===== src/rtl/bram_rect_writer.sv =====
// Rectangle-fill write engine for the square RGB frame buffer.
// Each accepted command is clipped to the buffer edges and then written out pixel by pixel in raster order.
//
// state | meaning
// ------+---------------------------------------------------------------
// IDLE  | cmd_ready high; latches and clips the next command
// FILL  | one pixel per cycle in which wr_allow is high; counters hold otherwise
// DONE  | single-cycle completion pulse, then back to IDLE
module bram_rect_writer #(
    parameter int ADDR_BITS = 7,
    parameter int DATA_W    = 12
) (
    input  logic                 clk,
    input  logic                 reset_n,
    input  logic                 cmd_valid,
    output logic                 cmd_ready,
    input  logic [ADDR_BITS-1:0] cmd_x,
    input  logic [ADDR_BITS-1:0] cmd_y,
    input  logic [ADDR_BITS:0]   cmd_w,
    input  logic [ADDR_BITS:0]   cmd_h,
    input  logic [DATA_W-1:0]    cmd_color,
    input  logic                 wr_allow,
    output logic                 we,
    output logic [ADDR_BITS-1:0] wr_row,
    output logic [ADDR_BITS-1:0] wr_col,
    output logic [DATA_W-1:0]    wr_data,
    output logic                 busy,
    output logic                 done
);

    typedef enum logic [1:0] {
        S_IDLE = 2'd0,
        S_FILL = 2'd1,
        S_DONE = 2'd2
    } state_t;

    localparam logic [ADDR_BITS:0] SPAN = {1'b1, {ADDR_BITS{1'b0}}};
    localparam logic [ADDR_BITS:0] ONE  = {{ADDR_BITS{1'b0}}, 1'b1};

    state_t               state, state_nxt;
    logic [ADDR_BITS-1:0] x_q, y_q;
    logic [DATA_W-1:0]    color_q;
    logic [ADDR_BITS:0]   ew_q, eh_q;
    logic [ADDR_BITS-1:0] col_cnt, row_cnt;

    logic [ADDR_BITS:0]   room_x, room_y;
    logic [ADDR_BITS:0]   clip_w, clip_h;
    logic                 accept;
    logic                 last_col, last_row;

    // Room to the edge is 1..SPAN, computed one bit wider so it never wraps.
    assign room_x = SPAN - {1'b0, cmd_x};
    assign room_y = SPAN - {1'b0, cmd_y};
    assign clip_w = (cmd_w < room_x) ? cmd_w : room_x;
    assign clip_h = (cmd_h < room_y) ? cmd_h : room_y;

    assign last_col = ({1'b0, col_cnt} == (ew_q - ONE));
    assign last_row = ({1'b0, row_cnt} == (eh_q - ONE));

    assign wr_row  = y_q + row_cnt;
    assign wr_col  = x_q + col_cnt;
    assign wr_data = color_q;

    always_ff @(posedge clk or negedge reset_n) begin
        if (!reset_n) begin
            state <= S_IDLE;
        end else begin
            state <= state_nxt;
        end
    end

    always_comb begin
        state_nxt = state;
        cmd_ready = 1'b0;
        busy      = 1'b0;
        done      = 1'b0;
        we        = 1'b0;
        accept    = 1'b0;
        case (state)
            S_IDLE: begin
                cmd_ready = 1'b1;
                if (cmd_valid) begin
                    accept    = 1'b1;
                    state_nxt = ((clip_w == '0) || (clip_h == '0)) ? S_DONE : S_FILL;
                end
            end
            S_FILL: begin
                busy = 1'b1;
                we   = wr_allow;
                if (wr_allow && last_col && last_row) begin
                    state_nxt = S_DONE;
                end
            end
            S_DONE: begin
                busy      = 1'b1;
                done      = 1'b1;
                state_nxt = S_IDLE;
            end
            default: begin
                state_nxt = S_IDLE;
            end
        endcase
    end

    always_ff @(posedge clk or negedge reset_n) begin
        if (!reset_n) begin
            x_q     <= '0;
            y_q     <= '0;
            color_q <= '0;
            ew_q    <= '0;
            eh_q    <= '0;
            col_cnt <= '0;
            row_cnt <= '0;
        end else if (accept) begin
            x_q     <= cmd_x;
            y_q     <= cmd_y;
            color_q <= cmd_color;
            ew_q    <= clip_w;
            eh_q    <= clip_h;
            col_cnt <= '0;
            row_cnt <= '0;
        end else if (we) begin
            // Row counter parks on the final row so addresses stay in range after the last pixel.
            if (last_col) begin
                col_cnt <= '0;
                if (!last_row) begin
                    row_cnt <= row_cnt + 1'b1;
                end
            end else begin
                col_cnt <= col_cnt + 1'b1;
            end
        end
    end

endmodule


===== config.mk =====
export PLATFORM = sky130hd
export DESIGN_NAME = bram_rect_writer
export DESIGN_NICKNAME = d
export VERILOG_FILES = /design/src/rtl/bram_rect_writer.sv
export SDC_FILE = /design/constraint.sdc
export NUM_CORES = 1
export LEC_CHECK = 0
export ABC_CLOCK_PERIOD_IN_PS = 2600
export CORE_MARGIN = 2
export CORE_UTILIZATION = 50
export CTS_BUF_LIST = sky130_fd_sc_hd__clkbuf_8
export DETAILED_ROUTE_END_ITERATION = 16
export GPL_TIMING_DRIVEN = 0
export PLACE_DENSITY = 0.79
export SYNTH_ARGS = -nofsm -noshare
export SYNTH_HDL_FRONTEND = slang
export SYNTH_SLANG_ARGS = --single-unit

===== constraint.sdc =====
create_clock -name clk -period 2.6 [get_ports clk]
set_input_delay 0.26 -clock clk [delete_from_list [all_inputs] [get_ports clk]]
set_output_delay 0.26 -clock clk [all_outputs]
set_load 0.02 [all_outputs]

======== Word level (Yosys, flattened, before mapping) ========
Cells that the tools add are included.
word-level totals
  flip-flop bits (word level) ............. 58
  latch bits .............................. 0
  bits in writable memories ............... 0
  bits in read-only memories .............. 0
  word-level logic and storage cells ...... 55
  memories ................................ 0
cells by class
  add/subtract/negate cells ............... 8
  multipliers ............................. 0
  divide/modulo/power cells ............... 0
  $lt $le $gt $ge ......................... 2
  equality and inequality tests ........... 7
  shift operators ......................... 0
  mux-type cells .......................... 19
  bitwise gates (word level) .............. 0
  reduce and logical (&&, ||, !) cells .... 11
operators with widths
  operator               number
  $mux W7                7
  $eq A7 B8 Y1           2
  $logic_not A8 Y1       2
  $lt A8 B8 Y1           2
  $mux W8                2
  $sub A8 B1 Y8 const B  2
  $sub A8 B7 Y8 const A  2
  $add A7 B1 Y7 const B  2
  $add A7 B7 Y7          2
  $mux W1                6
  $mux W2                3
  $ne A2 B2 Y1 const B   3
  $pmux W2 S2            1
  $reduce_bool A2 Y1     2
  $reduce_and A3 Y1      1
  $eq A2 B1 Y1 const B   1
  $eq A2 B2 Y1 const B   1
  $logic_and A1 B1 Y1    2
  $logic_not A2 Y1       1
  $reduce_and A2 Y1      1
  $reduce_or A2 Y1       1
  $logic_or A1 B1 Y1     1

======== Logic depth before layout (Yosys ltp) ========
  depth in word-level cells ............... 8
  gate-level depth with buffers ........... 12
  depth with buffers taken out ............ 12

======== Worst setup path after synthesis ========
OpenSTA, ideal clock, no wires.
  path kind ............................... input to register
  start ................................... input cmd_x[1]
  end ..................................... register state[1]
  setup time .............................. 0.120 ns
  data arrival time ....................... 2.609 ns
  required time ........................... 2.480 ns
  setup slack ............................. -0.129 ns
  cell stages on the path ................. 10
  path buffers ............................ 0
  cells stage by stage .................... or4_1 nor2_1 xor2_1 ha_1 a2111oi_0 nand2_1 a21oi_1 a2bb2oi_1 o2111ai_1 and3_1
between the ends
  word-level cells in the longest chain between the ends .. 8
RTL lines
  element               line  RTL
  start, declared       17    input logic [ADDR_BITS-1:0] cmd_x,
  $sub A8 B7 Y8 *       52    assign room_x = SPAN - {1'b0, cmd_x};
  $lt A8 B8 Y1          54    assign clip_w = (cmd_w < room_x) ? cmd_w : room_x;
  $mux W8 *             54
  $logic_not A8 Y1 *    84    state_nxt = ((clip_w == '0) || (clip_h == '0)) ? S_DONE : S_FILL;
  $logic_or A1 B1 Y1 *  84
  $mux W2 *             84
  $mux W2 *             82    if (cmd_valid) begin
  $pmux W2 S2 *         79    case (state)
  end signal, assigned  68    state <= state_nxt;
  end, declared         40    state_t state, state_nxt;
Every way passes the cells marked *; elsewhere a longest branch is shown, timed or not. The select of a mux whose other input is x is not followed.
A chain may end at the register's enable or synchronous reset.

======== Worst setup path in the final report ========
  start ................................... register ew_q[0]
  end ..................................... register row_cnt[6]
between the ends
  word-level cells in the longest chain between the ends .. 4
RTL lines
  element                       line  RTL
  start, declared               43    logic [ADDR_BITS:0] ew_q, eh_q;
  start signal, assigned        118   ew_q <= clip_w;
  $sub A8 B1 Y8                 57    assign last_col = ({1'b0, col_cnt} == (ew_q - ONE));
  $eq A7 B8 Y1                  57
  $reduce_bool A2 Y1 (no line)  --
  $reduce_and A3 Y1 (no line)   --
  end signal, assigned          127   row_cnt <= row_cnt + 1'b1;
  end, declared                 44    logic [ADDR_BITS-1:0] col_cnt, row_cnt;
No other way between the ends.

==> metrics.md <==
| Metric | Value |
|---|---|
| Outcome | completed |
| CTS root buf | clkbuf_8 |
| Crit end category | register |
| Min Tclk post-route | 2.58 ns |
| Reg2reg end | row_cnt[6] |
| Req. time, crit path | 2.86 ns |
| CTS Buf Count | 9 |
| R2R cell count | 7 |
| Pleak | 2.64 nW |
| Skew final | 0.00949 ns |
| Die Wd | 97.1 um |
| Syn Nets | 596 |
| Critical-path maximum fanout | 10 |
| Mux cell area share after synthesis | 2.80% |
| Post-Syn Area per Cell | 8.44 um2 |
| Area of the mapped netlist | 4330 um2 |
| Post-synth EDFFs | 0 |
| Io pins | 76 |
| Top cells by count, synth | nand2_1 (103), dfrtp_1 (58), ha_1 (35), inv_1 (34), o21ai_0 (34) |
| Combinational share of power | 57.0% |
| RSZ-0062 raised after global routing | yes |
| Initial antenna violation count | 0 |
| Site Rows | 33 |
| Max Slew Vio Count | 0 |
| Clk buf depth | 2 |
| Clock sink count | 58 |
| Synth Area in Adders | 11.0% |
| Sw Pwr | 2.54 mW |
| Share of cells above drive strength 1 | 17.7% |
| Switching Fraction | 45.0% |
| CTS tree | yes |
| Initial Utilization | 52.2% |
| Drt first pass iters | 5 |
| #FFs+latches synth | 58 |
| Die area | 9420 um2 |
| CP startpoint kind | register |
| Number of global-route vias before repair | 4,311 |
| Worst r2r src | ew_q[0] |
| Worst R2R Setup Slack | 0.02 ns |
| Syn Inst Count | 513 |
| Grt ovf | 0 |
| Slew margin rel. | 55.3% |
| First-pass GRT wire length | 20,800 um |
| Fmax | 387 MHz |
| Die Ht | 97.1 um |
| Tightest Pin Transition | 0.671 ns |
| Most common cell in the netlist | nand2_1 |
| CORE AREA | 8300 um2 |
| Crit path to | row_cnt[6] |
| Clk Latency, worst-skew pair | 0.34 ns |
| Pre-CTS setup slack | -0.982 ns |
| Routability cong. | 0.936 |
| Critical setup path kind | register to register |
| Vias per inst | 5.93 |
| Fin nets | 701 |
| Arrival @ worst endpoint | 2.84 ns |
| Synth async-reset ratio | 100% |
| Ys Warns | 0 |
| Pwr dens | 962 nW/um2 |
| Ys flop type | dfrtp_1 |
| DRC | 0 |
| Total Wirelength | 13,100 um |
| Seq/Total Area, Yosys | 33.5% |
| Fin. Hold Viols | 0 |
| Pint | 3.10 mW |
| Global Route Usage Sum | 27.1% |
| Fillers | 628 |
| DR WL/cell | 18.0 um |
| # setup viols final | 0 |
| Compound-Gate Fraction of Synth Area | 17.4% |
| Routed Antenna Nets | 0 |
| Final period util | 99.3% |
| Clk network pwr share | 13.7% |
| Worst hold path type | input pin to register |
| Iteration-0 DRC Markers | 293 |
| Top post-synthesis cells by area | dfrtp_1 (34%), ha_1 (10%), nand2_1 (8.9%) |
| Vias post-DR | 4,307 |
| MaxCap Viol Count | 0 |
| Largest net degree at the start of global routing | 35 |
| Worst Setup SP | ew_q[0] |
| Number of diodes | 0 |
| Area share of the leading cell type in the synthesized netlist | 33.5% |
| Synthesis-to-layout area growth | 35.5% |
| Synth Area in XOR/XNOR | 7.89% |
| Synth cell types | 56 |
| Placed cell count | 692 |
| Non-Filler Instances | 726 |
| Hpwl dp | 8980 um |
| CTS H-tree depth | 3 |
| PortBufs | 73 |
| PnR worst setup slack | 0.0174 ns |
| Simple-Gate Fraction of Synth Area | 22.6% |
| Peak supply drop | 444 uV |
| Sequential power share | 29.3% |
| Reg clk slew, reported paths | 0.07 ns |
| Combinational family with the most area after synthesis | simple AND/OR/NAND/NOR gates |
| Area leader, netlist | dfrtp_1 |
-- critical path, stage by stage, from the launching register on --
cell,delay (ns)
dfrtp_2,0.47
or4b_2,0.68
nor3_2,0.18
nor4_2,0.10
or4_4,0.50
buf_6,0.16
nor3_2,0.20
mux2i_1,0.21
-- layer usage --
metal	up-vias	routed length, um	track usage (%)
li1	2031	-	-
met1	2037	5400	35.4
met2	203	6510	44.8
met3	36	829	4.24
met4	0	350	11.3
met5	-	0	0
-- through the flow --
stage / instance area, um2 / utilization [%] / setup TNS, ns / total power, mW / hold WS (ns)
detailed placement: 5220 / 62.9 / -16.72 / 4.51 / 0.289
finish: 5870 / 70.7 / 0 / 5.64 / 0.171
global route: 5870 / 70.7 / -0.510 / 6.00 / 0.188
global placement: 5210 / 62.8 / -44.29 / 4.39 / 0.458
floorplan: 4350 / - / -0.0353 / 3.40 / -0.0356
CTS: 5610 / 67.6 / 0 / 5.36 / 0.201
-- registers in the layout, indices dropped and copies added, names as in the netlist --
register / count
x_q: 7
eh_q: 8
y_q: 7
ew_q: 8
col_cnt: 7
row_cnt: 7
state: 2
wr_data: 12
-- power groups by stage --
stage	Clock (mW)	Sequential (mW)	Combinational (mW)
final	0.772	1.65	3.22
after global routing	0.819	1.70	3.48
after CTS	0.770	1.62	2.97
after detailed placement	0	1.62	2.89
after global placement	0	1.60	2.79
after floorplan	0	1.64	1.76
-- worst min-delay path by stage --
stage                            from          end  cells after the start
final                        cmd_x[3]       x_q[3]                      3
after global routing         cmd_x[3]       x_q[3]                      3
after CTS                    cmd_x[1]       x_q[1]                      3
after detailed placement      reset_n       y_q[3]                      1
after global placement    wr_data[11]  wr_data[11]                      2
after floorplan               reset_n   col_cnt[0]                      0
-- repair_timing --
action	CTS	global route
endpoints found under the hold margin	24	0
setup buffers	9	11
pin swaps	13	20
endpoints found under the setup margin	33	30
hold buffers	1	0
cloned	0	0
gates resized for setup	72	64
-- logic make-up after synthesis --
| kind of cell | Yosys count |
|---|---|
| buffers and inverters | 52 |
| flip-flops | 58 |
| multiplexers | 12 |
| XOR/XNOR | 39 |
| AND/OR/NAND/NOR | 202 |
| adder cells (fa/ha/maj) | 37 |
| AO/OA/AOI/OAI | 113 |
-- cell type report --
| cell class | count | area [um2] | area share (%) |
|---|---|---|---|
| Buffer | 17 | 80.1 | 1.36 |
| Clock inverter | 2 | 12.5 | 0.213 |
| Tap cell | 105 | 131 | 2.24 |
| Inverter | 34 | 128 | 2.18 |
| Multi-Input combinational cell | 403 | 2990 | 50.9 |
| Sequential cell | 58 | 1460 | 24.9 |
| Timing Repair Buffer | 95 | 900 | 15.3 |
| Clock buffer | 12 | 165 | 2.82 |
-- layout by cell type (no fill, tap or decap), types with 4 or more instances in the layout --
cell type and n:
ha_4 4, a21oi_1 13, o21ai_0 29, inv_1 34
dfrtp_1 49, xnor2_1 21, clkbuf_8 12, clkdlybuf4s50_1 54
a21o_1 5, clkbuf_2 5, or4_4 4, a31oi_1 6
nor3_1 10, ha_1 28, nor2_1 19, nand2_1 103
o311ai_0 6, nand3_1 12, nor3b_1 4, buf_4 22
dfrtp_2 9, nor4_1 7, and2_1 4, o211ai_1 4
o21ai_1 4, buf_6 4, clkbuf_1 13, dlymetal6s2s_1 6
mux2i_1 11, xor2_1 14, and3_1 7, o21a_1 12
Note: power is estimated with default switching activity, not from simulation.
